<file path="config.mk">
export PLATFORM = sky130hd
export DESIGN_NAME = t05_find_least_flat
export DESIGN_NICKNAME = d
export VERILOG_FILES = /design/src/rtl/t05_pkg.sv /design/src/rtl/t05_find_least_if.sv /design/src/rtl/t05_least_cmp.sv /design/src/rtl/t05_find_least.sv /design/src/flat_wrapper.sv
export SDC_FILE = /design/constraint.sdc
export NUM_CORES = 2
export LEC_CHECK = 0
export ABC_CLOCK_PERIOD_IN_PS = 33400
export CAP_MARGIN = 25
export CORE_MARGIN = 2
export CORE_UTILIZATION = 25
export DETAILED_ROUTE_END_ITERATION = 8
export HOLD_SLACK_MARGIN = 0.08
export PLACE_DENSITY = 0.39
export SYNTH_ARGS = -nofsm -noshare
export SYNTH_HDL_FRONTEND = slang
export SYNTH_SLANG_ARGS = --single-unit
export TNS_END_PERCENT = 20
</file>
<file path="constraint.sdc">
create_clock -name clk -period 33.4 [get_ports clk]
set_input_delay 5.01 -clock clk [delete_from_list [all_inputs] [get_ports clk]]
set_output_delay 5.01 -clock clk [all_outputs]
set_load 0.03 [all_outputs]
</file>
<file path="src/rtl/t05_pkg.sv">
// Shared constants and types for the Huffman least-pair selector.
// Node codes: 0_cccccccc = character, 1_0nnnnnnn = sum node, 1_10000000 = NULL.
package t05_pkg;
    localparam int NUM_CHARS = 256;
    localparam int MAX_NODES = 128;
    localparam int CNT_W     = 46;
    localparam int CODE_W    = 9;
    localparam int NODE_FLAG = 8;

    typedef logic [CODE_W-1:0] code_t;
    typedef logic [CNT_W-1:0]  cnt_t;

    localparam code_t NULL_CODE = 9'b110000000;
    localparam cnt_t  CNT_MAX   = '1;

    typedef enum logic [1:0] {
        S_IDLE,
        S_SCAN_C,
        S_SCAN_N,
        S_COMMIT
    } fl_state_t;
endpackage

</file>
<file path="src/rtl/t05_find_least_if.sv">
// Count/sum read port between the selector (master) and the histogram/node store (slave).
interface t05_find_least_if;
    import t05_pkg::*;

    logic  rd_req;
    code_t rd_addr;
    cnt_t  rd_data;
    logic  rd_ack;

    modport master (output rd_req, output rd_addr, input rd_data, input rd_ack);
    modport slave  (input rd_req, input rd_addr, output rd_data, output rd_ack);
endinterface

</file>
<file path="src/rtl/t05_least_cmp.sv">
// Combinational two-best insert: folds one (code, data) candidate into the running best pair.
module t05_least_cmp
    import t05_pkg::*;
(
    input  code_t best1,
    input  code_t best2,
    input  cnt_t  cnt1,
    input  cnt_t  cnt2,
    input  code_t code,
    input  cnt_t  data,
    output code_t nxt_best1,
    output code_t nxt_best2,
    output cnt_t  nxt_cnt1,
    output cnt_t  nxt_cnt2
);
    always_comb begin
        // NOTE: every output gets a default first so no path can infer a latch.
        nxt_best1 = best1;
        nxt_best2 = best2;
        nxt_cnt1  = cnt1;
        nxt_cnt2  = cnt2;
        // Strict '<' keeps the earlier-scanned entry on ties.
        if (data < cnt1) begin
            nxt_best2 = best1;
            nxt_cnt2  = cnt1;
            nxt_best1 = code;
            nxt_cnt1  = data;
        end else if (data < cnt2) begin
            nxt_best2 = code;
            nxt_cnt2  = data;
        end
    end
endmodule

</file>
<file path="src/rtl/t05_find_least.sv">
// Scans live characters then live sum nodes, selects the two smallest counts,
// presents them with their sum on a fin pulse and marks them consumed.
module t05_find_least
    import t05_pkg::*;
(
    input  logic                clk,
    input  logic                rst,
    input  logic                start,
    input  logic                clear,
    input  logic [6:0]          node_count,
    t05_find_least_if.master    rd,
    output code_t               least1,
    output code_t               least2,
    output cnt_t                sum,
    output logic                busy,
    output logic                fin
);
    fl_state_t state, next_state;
    logic [7:0] idx;
    logic [6:0] nc_q;
    code_t      best1, best2;
    cnt_t       cnt1, cnt2;
    code_t      l1_q, l2_q;
    cnt_t       sum_q;

    logic [NUM_CHARS-1:0] char_used;
    logic [MAX_NODES-1:0] node_used;

    logic  scanning, cur_used, step, take, scan_last;
    logic  b1_live, b2_live;
    code_t cur_code;
    cnt_t  commit_sum;
    code_t nxt_best1, nxt_best2;
    cnt_t  nxt_cnt1, nxt_cnt2;

    always_comb begin
        scanning  = (state == S_SCAN_C) || (state == S_SCAN_N);
        cur_used  = (state == S_SCAN_N) ? node_used[idx[6:0]] : char_used[idx];
        cur_code  = (state == S_SCAN_N) ? {2'b10, idx[6:0]} : {1'b0, idx};
        rd.rd_req  = scanning && !cur_used;
        rd.rd_addr = cur_code;
        step      = scanning && (cur_used || rd.rd_ack);
        // Zero-count characters are absent from the file; zero sums are still real nodes.
        take      = rd.rd_req && rd.rd_ack && ((state == S_SCAN_N) || (rd.rd_data != '0));
        scan_last = (state == S_SCAN_C) ? (idx == 8'hFF) : (idx[6:0] == nc_q - 7'd1);
    end

    t05_least_cmp u_cmp (
        .best1     (best1),
        .best2     (best2),
        .cnt1      (cnt1),
        .cnt2      (cnt2),
        .code      (cur_code),
        .data      (rd.rd_data),
        .nxt_best1 (nxt_best1),
        .nxt_best2 (nxt_best2),
        .nxt_cnt1  (nxt_cnt1),
        .nxt_cnt2  (nxt_cnt2)
    );

    always_comb begin
        next_state = state;
        case (state)
            S_IDLE:   if (start) next_state = S_SCAN_C;
            S_SCAN_C: if (step && scan_last) next_state = (nc_q == 7'd0) ? S_COMMIT : S_SCAN_N;
            S_SCAN_N: if (step && scan_last) next_state = S_COMMIT;
            S_COMMIT: next_state = S_IDLE;
            default:  next_state = S_IDLE;
        endcase
    end

    always_comb begin
        b1_live = (best1 != NULL_CODE);
        b2_live = (best2 != NULL_CODE);
        if (b2_live)      commit_sum = cnt1 + cnt2;
        else if (b1_live) commit_sum = cnt1;
        else              commit_sum = '0;
    end

    // NOTE: sequential state uses non-blocking assignments so every flop samples pre-edge values.
    always_ff @(posedge clk or posedge rst) begin
        if (rst) begin
            state <= S_IDLE;
            idx   <= '0;
            nc_q  <= '0;
            best1 <= NULL_CODE;
            best2 <= NULL_CODE;
            cnt1  <= CNT_MAX;
            cnt2  <= CNT_MAX;
        end else begin
            state <= next_state;
            case (state)
                S_IDLE: if (start) begin
                    idx   <= '0;
                    nc_q  <= node_count;
                    best1 <= NULL_CODE;
                    best2 <= NULL_CODE;
                    cnt1  <= CNT_MAX;
                    cnt2  <= CNT_MAX;
                end
                S_SCAN_C, S_SCAN_N: begin
                    if (step) idx <= scan_last ? 8'd0 : idx + 8'd1;
                    if (take) begin
                        best1 <= nxt_best1;
                        best2 <= nxt_best2;
                        cnt1  <= nxt_cnt1;
                        cnt2  <= nxt_cnt2;
                    end
                end
                default: ;
            endcase
        end
    end

    // NOTE: the consumed bitmaps are plain flops, not RAM, so an async reset clear is legal here.
    always_ff @(posedge clk or posedge rst) begin
        if (rst) begin
            char_used <= '0;
            node_used <= '0;
        end else if (state == S_IDLE && clear) begin
            char_used <= '0;
            node_used <= '0;
        end else if (state == S_COMMIT) begin
            if (b1_live) begin
                if (best1[NODE_FLAG]) node_used[best1[6:0]] <= 1'b1;
                else                  char_used[best1[7:0]] <= 1'b1;
            end
            if (b2_live) begin
                if (best2[NODE_FLAG]) node_used[best2[6:0]] <= 1'b1;
                else                  char_used[best2[7:0]] <= 1'b1;
            end
        end
    end

    // Result registers capture on COMMIT so the outputs hold until the next fin.
    always_ff @(posedge clk or posedge rst) begin
        if (rst) begin
            l1_q  <= '0;
            l2_q  <= '0;
            sum_q <= '0;
        end else if (state == S_COMMIT) begin
            l1_q  <= best1;
            l2_q  <= best2;
            sum_q <= commit_sum;
        end
    end

    assign fin    = (state == S_COMMIT);
    assign busy   = (state != S_IDLE);
    assign least1 = fin ? best1 : l1_q;
    assign least2 = fin ? best2 : l2_q;
    assign sum    = fin ? commit_sum : sum_q;
endmodule
</file>
<file path="src/flat_wrapper.sv">
// flat-port wrapper written by rule: the top's interface ports become plain ports
module t05_find_least_flat import t05_pkg::*;
  (clk, rst, start, clear, node_count, least1, least2, sum, busy, fin, rd_rd_req, rd_rd_addr, rd_rd_data, rd_rd_ack);
  t05_find_least_if rd_i ();
  input  logic clk;
  input  logic rst;
  input  logic start;
  input  logic clear;
  input  logic [6:0] node_count;
  output code_t least1;
  output code_t least2;
  output cnt_t sum;
  output logic busy;
  output logic fin;
  output wire logic [$bits(rd_i.rd_req)-1:0] rd_rd_req;
  output wire logic [$bits(rd_i.rd_addr)-1:0] rd_rd_addr;
  input wire logic [$bits(rd_i.rd_data)-1:0] rd_rd_data;
  input wire logic [$bits(rd_i.rd_ack)-1:0] rd_rd_ack;
  assign rd_rd_req = rd_i.rd_req;
  assign rd_rd_addr = rd_i.rd_addr;
  assign rd_i.rd_data = rd_rd_data;
  assign rd_i.rd_ack = rd_rd_ack;
  t05_find_least u_core (.clk(clk), .rst(rst), .start(start), .clear(clear), .node_count(node_count), .rd(rd_i), .least1(least1), .least2(least2), .sum(sum), .busy(busy), .fin(fin));
endmodule
</file>
# [Yosys cells after proc, flatten, opt, wreduce, memory -nomap -nowiden]
# Cells that the tools add are included.
[totals] register_bits=575 input_bits=58 output_inout_bits=76 wordCells=132
[classes] addsub=3 magnitude_cmp=12 n_eq_ne=14 muxes=61 bitwise=4 n_reduce_logical=26
[ops] operator="two-way mux 256 bit" n=8
[ops] operator="two-way mux 128 bit" n=8
[ops] operator="OR 256 bit" n=2
[ops] operator="two-way mux 46 bit" n=9
[ops] operator="OR 128 bit" n=2
[ops] operator="one-hot mux 46 bit (2 select lines)" n=2
[ops] operator="less-than comparator 46 bit" n=2
[ops] operator="two-way mux 9 bit" n=9
[ops] operator="adder 46 bit" n=1
[ops] operator="nonzero test 46 bit" n=1
[ops] operator="one-hot mux 9 bit (2 select lines)" n=2
[ops] operator="less-than comparator 8 x 9 -> 1 bit, second input constant" n=3
[ops] operator="less-than comparator 7 x 8 -> 1 bit, second input constant" n=3
[ops] operator="two-way mux 8 bit" n=3
[ops] operator="!= test 9 bit, second input constant" n=2
[ops] operator="demux 1 bit (select 8 bit)" n=2
[ops] operator=">= comparator 8 x 1 -> 1 bit, second input constant" n=2
[ops] operator="one-hot mux 8 bit (2 select lines)" n=1
[ops] operator="demux 1 bit (select 7 bit)" n=2
[ops] operator=">= comparator 7 x 1 -> 1 bit, second input constant" n=2
[ops] operator="logical AND 1 bit" n=10
[ops] operator="two-way mux 1 bit" n=9
[ops] operator="adder 8 x 1 -> 8 bit, second input constant" n=1
[ops] operator="binary-select mux 1 bit (select 8 bit)" n=1
[ops] operator="20 further kinds" n=33

# [Depth between registers and ports, before layout]
[logic_depth] ltp_word=14 depth_mapped=15 mapped_depth_nobuf=11

# [Cells and area by module]
# Synthesis repeated with hierarchy kept, for this count alone.
[unflattened] hier_cells=3993 area_unflattened_um2=36321.1
[by_module_without_submodules] mod="t05_find_least" n_inst=1 cells_each=3220 area_per_inst_um2=30872.1 seq_area_each_um2=14508.9
[by_module_without_submodules] mod="t05_least_cmp" n_inst=1 cells_each=773 area_per_inst_um2=5449.0 seq_area_each_um2=0.0

# [Worst setup path after synthesis]
# OpenSTA, ideal clock, no wires.
[synth_path] path_kind="register -> output" startpoint="reg u_core.cnt2[0]" endpoint="out sum[42]" arrival_ns=3.326 t_required_ns=28.390 slack_ns=25.064 path_stages_with_launch=12 path_buffers=0 cell_sequence="dfstp_2 -> ha_1 -> fa_1 -> a21o_1 -> a21o_1 -> o211ai_1 -> a21oi_1 -> o31ai_1 -> a31oi_1 -> nor3_1 -> mux2i_1 -> o31ai_1"
[synth_via] elab_chain_len=3
[synth_lines] item="start, declared" line="t05_find_least.sv:22" text="cnt_t cnt1, cnt2;"
[synth_lines] item="start signal, assigned" line="t05_find_least.sv:107" text="cnt2 <= nxt_cnt2;"
[synth_lines] item="adder 46 bit" line="t05_find_least.sv:75" text="if (b2_live) commit_sum = cnt1 + cnt2;"
[synth_lines] item="two-way mux 46 bit" line="t05_find_least.sv:75"
[synth_lines] item="two-way mux 46 bit" line="t05_find_least.sv:152" text="assign sum = fin ? commit_sum : sum_q;"
[synth_lines] item="end, declared" line="flat_wrapper.sv:12" text="output cnt_t sum;"
# No other way between the ends.

# [Worst setup path in the final report]
[layout_path] startpoint="reg u_core.idx[2]" endpoint="out rd_rd_req"
[layout_via] elab_chain_len=5 word_cells_on_any_way=7 classes_between="mux (5); reduce/logical (2)"
[layout_lines] item="start, declared" line="t05_find_least.sv:19" text="logic [7:0] idx;"
[layout_lines] item="start signal, assigned" line="t05_find_least.sv:102" text="if (step) idx <= scan_last ? 8'd0 : idx + 8'd1;"
[layout_lines] item="binary-select mux 1 bit (select 8 bit) or binary-select mux 1 bit (select 7 bit) (tied branches)" line="t05_find_least.sv:38" text="cur_used = (state == S_SCAN_N) ? node_used[idx[6:0]] : char_used[idx];"
[layout_lines] item="two-way mux 1 bit (not written as such)" line="t05_find_least.sv:38"
[layout_lines] item="two-way mux 1 bit (*)" line="t05_find_least.sv:38"
[layout_lines] item="zero test 1 bit (*)" line="t05_find_least.sv:40" text="rd.rd_req = scanning && !cur_used;"
[layout_lines] item="logical AND 1 bit (*)" line="t05_find_least.sv:40"
[layout_lines] item="end, declared" line="flat_wrapper.sv:15" text="output wire logic [$bits(rd_i.rd_req)-1:0] rd_rd_req;"
# Mark *: on every way between the ends. The rest lies on a longest branch, timed or not. The select of a mux whose other input is x is not followed.

==> metrics.md <==
| Metric | Value |
|---|---|
| Final cell count without fillers | between 5,000 and 6,000 |
| Post-layout minimum cycle time | approximately 11 ns |
| Dpl cells | 5,426 |
| FF-to-FF End | u_core.cnt2[19] |
| Multi-input logic area | ~18,000 sq um |
| P&R area growth vs syn | 16.0% |
| Nets@finish | roughly 4,000 |
| CTS Sinks | 575 |
| Buffers added on ports | 133 |
| RSZ-0062 raised after global routing | false |
| Fin Hold WS | 0.487 ns |
| Largest net degree at the start of global routing | roughly 170 |
| Post-synth EDFFs | 0 |
| Die Height | between 300 and 400 um |
| Fin Setup TNS | 0 ns |
| Seq cells post-synth | 575 |
| Wire length per cell | about 26 um |
| Max clock buf depth | 3 |
| Site row count | approximately 140 |
| Area contributors post-synth | dfrtp_1 35%, dfstp_2 7.3%, a21oi_1 7.1%, o22ai_1 7.1%, nor2_1 7.0% |
| Pre-antenna DRT Iters | 5 |
| CP Cell Sequence | buf_4 -> mux4_2 -> a22o_1 -> a221oi_2 -> o2111ai_1 -> o32ai_2 -> nor3_2 -> a21oi_1 -> clkdlybuf4s50_1 |
| Placed instance area | approximately 37,000 sq um |
| Vias in the first global route | between 30,000 and 40,000 |
| Fin crit share | 0.318 |
| Share of layout cells above drive strength 1 | 0.117 |
| Max FO, Critical Path | between 40 and 50 |
| Final Hold Fails | 0 |
| Post-DP HPWL | 88.1 mm |
| Sequential cell area | 14,500 sq um |
| Kind of end point of the critical path | output pin |
| Cell area after synthesis | around 34,000 sq um |
| DR DRC count | 0 |
| I/O pins | roughly 130 |
| WHS Endpoint | u_core.char_used[110] |
| Die X | approximately 380 um |
| Die area | 141,000 sq um |
| Post-CTS sizing | 0 |
| First-pass GRT wire length | 212 mm |
| Worst flop-to-flop path startpoint | u_core.idx[2] |
| Final Wtd Congestion | ~0.8 |
| Max-cap viol count | 0 |
| Initial DRC count | 3,164 |
| Clk slew on worst S/H paths | 0.06 ns |
| Syn Inst Count | about 3,700 |
| Seq/Total Area, Yosys | 0.421 |
| Clock skew | 0.0346 ns |
| Relative slew slack | 0.228 |
| Hold WC Path Type | register to register |
| Delay-heaviest family, CP | buffers and inverters |
| Avg Cell Area, Syn | between 9 and 10 sq um |
| Vias per inst | approximately 5.4 |
| Slowest library cell on the worst path | dfrtp_4 |
| Outcome | finished clean |
| Ys flop type | dfrtp_1 |
| H-Tree Depth | 3 |
| Max Clock Freq | 94.0 MHz |
| Unique cell type count in the Yosys netlist | a little under 80 |
| Post-layout instance area | 40,000 sq um |
| Slew @ Worst Pin | roughly 1.2 ns |
| CTS tree | built |
| Leak | 17.0 nW |
| Fillcell total | 14,500 |
| Total track usage | 0.199 |
| Final ANT Viol Nets | 0 |
| Syn Nets | approximately 4,000 |
| Synth area leader | dfrtp_1 |
| Largest stage delay, worst path | roughly 0.97 ns |
| Ys async rst share | 1.00 |
| Endpoints failing setup | 0 |
| Grt total ovfl | 0 |
| WS Path Type | register to output pin |
| CTS root buf | clkbuf_16 |
| CTS Buf Count | between 70 and 80 |
| Skew-Pair Late Insertion Delay | 0.69 ns |
| Pwr Density | 94.9 nW/um^2 |
| Post-CTS Setup Inserts | 0 |
| Hold_sp | u_core.char_used[110] |
| Fin. max-slew vios | 0 |
| WP buf/inv | 2 |
| Hold Path Depth | 2 |
| WP data required | between 20 and 30 ns |
| Core box area | ~140,000 sq um |
| Antenna violations before repair | 3 |
| Via count | roughly 30,000 |
| Initial Utilization | 0.251 |
| Critical Path AT | about 5.6 ns |
| Ys Warns | 0 |
| Peak supply drop | between 0.09 and 0.1 mV |
| Hold Buf Count CTS | 0 |
| CP startpoint kind | register |
| Detailed Route WL | roughly 140 mm |
| Yosys top cell area share | 0.348 |
| Reg2Reg Depth | 11 |
| Reg2reg setup slack | approximately 28 ns |
placed cells by master, fill, tap and decap left out, types with 96 or more instances in the layout:
cell type	count
a21oi_1	488
clkdlybuf4s50_1	133
dfrtp_1	476
dfstp_2	96
ha_1	143
inv_1	125
mux2i_1	148
nand2_1	163
nor2_1	639
o22ai_1	389
synth_stat cells, types with 6 or more instances:
master	n
xnor2_1	31
a221oi_1	6
and2_1	11
and3_1	9
clkbuf_1	236
mux2i_1	148
o221ai_1	6
nand3_1	80
mux2_2	32
or2_2	8
dfrtp_1	479
or3_1	17
nand2b_1	20
buf_4	27
xor2_1	20
buf_1	10
a21o_1	35
nor4_1	16
nand4_1	30
o211ai_1	12
nand3b_1	11
nor2b_1	18
o22ai_1	389
a21oi_1	488
o21ai_0	51
inv_1	126
nor3_1	27
a2111oi_0	7
dfstp_2	96
a22o_1	9
a211oi_1	60
buf_12	9
o21a_1	6
buf_2	27
a31oi_1	27
mux4_2	83
nor2_1	639
a211o_1	9
buf_6	10
a22oi_1	46
ha_1	144
nand2_1	163
flip-flops by register name (all words and copies together), names as in the netlist:
name / flops
u_core.node_used: 128
u_core.char_used: 256
u_core.l1_q: 9
u_core.nc_q: 7
u_core.cnt2: 46
u_core.l2_q: 9
u_core.best1: 9
u_core.idx: 8
u_core.best2: 9
u_core.cnt1: 46
u_core.state: 2
u_core.sum_q: 46
area by class of cell:
cell class                      count  area share
Antenna cell                        1   0.0000626
Timing Repair Buffer              216      0.0561
Multi-Input combinational cell   2722       0.449
Tap cell                         1794      0.0561
Inverter                          127      0.0121
Clock inverter                     27      0.0102
Sequential cell                   575       0.363
Clock buffer                      106      0.0532
tightest hold or removal path, delay by kind of cell, from the launching register on:
kind               cells  cell delay [ns]
DFF                    1             0.34
and+or+nand+nor        1             0.07
AOI/OAI and AO/OA      1             0.04
worst max-delay path by stage:
| stage | endpoint | startpoint | cells after the start | slack (ns) |
|---|---|---|---|---|
| 4_1_cts | rd_rd_req | u_core.idx[0] | 9 | 22.70 |
| 2_1_floorplan | u_core.best1[0] | rst | 1 | 12.46 |
| 5_1_grt | rd_rd_req | u_core.idx[0] | 9 | 22.41 |
| 3_5_place_dp | u_core.cnt1[0] | rd_rd_data[39] | 13 | 22.99 |
| 3_3_place_gp | u_core.cnt1[0] | rd_rd_data[39] | 13 | 23.05 |
| 6_report | rd_rd_req | u_core.idx[2] | 9 | 22.77 |
where the power goes:
group / switching [W] / internal, W / total [W] / leakage (nW)
Clock: 0.000349 / 0.000501 / 0.000850 / 1.23
Sequential: 0.000119 / 0.000847 / 0.000966 / 7.52
Combinational: 0.00130 / 0.000679 / 0.00198 / 8.28
per-layer routing:
layer / wire, um / vias to the layer above / GRT usage / share of wire
met5: 21 / - / 0 / 0.00015
met4: 4140 / 4 / 0.0603 / 0.029
met2: 67100 / 907 / 0.322 / 0.47
met3: 7800 / 226 / 0.0343 / 0.055
met1: 63600 / 15200 / 0.271 / 0.45
li1: - / 13700 / - / -
metrics by stage:
step / util / total power, W / worst slack, ns
finish: 0.291 / 0.00380 / 22.77
global route: 0.291 / 0.00404 / 22.41
CTS: 0.290 / 0.00383 / 22.70
detailed placement: 0.272 / 0.00296 / 22.99
global placement: 0.270 / 0.00295 / 23.05
floorplan: - / 0.00231 / 12.46
kinds of logic after synthesis:
logic type | Yosys count | synth area share
muxes | 269 | 0.111
adders and majority gates | 145 | 0.0529
AOI/OAI and AO/OA | 1188 | 0.208
buffers and inverters | 451 | 0.0602
DFF | 575 | 0.421
and+or+nand+nor | 1069 | 0.134
xor gates and xnor gates | 51 | 0.0130
Power figures use the tool's default switching activity.
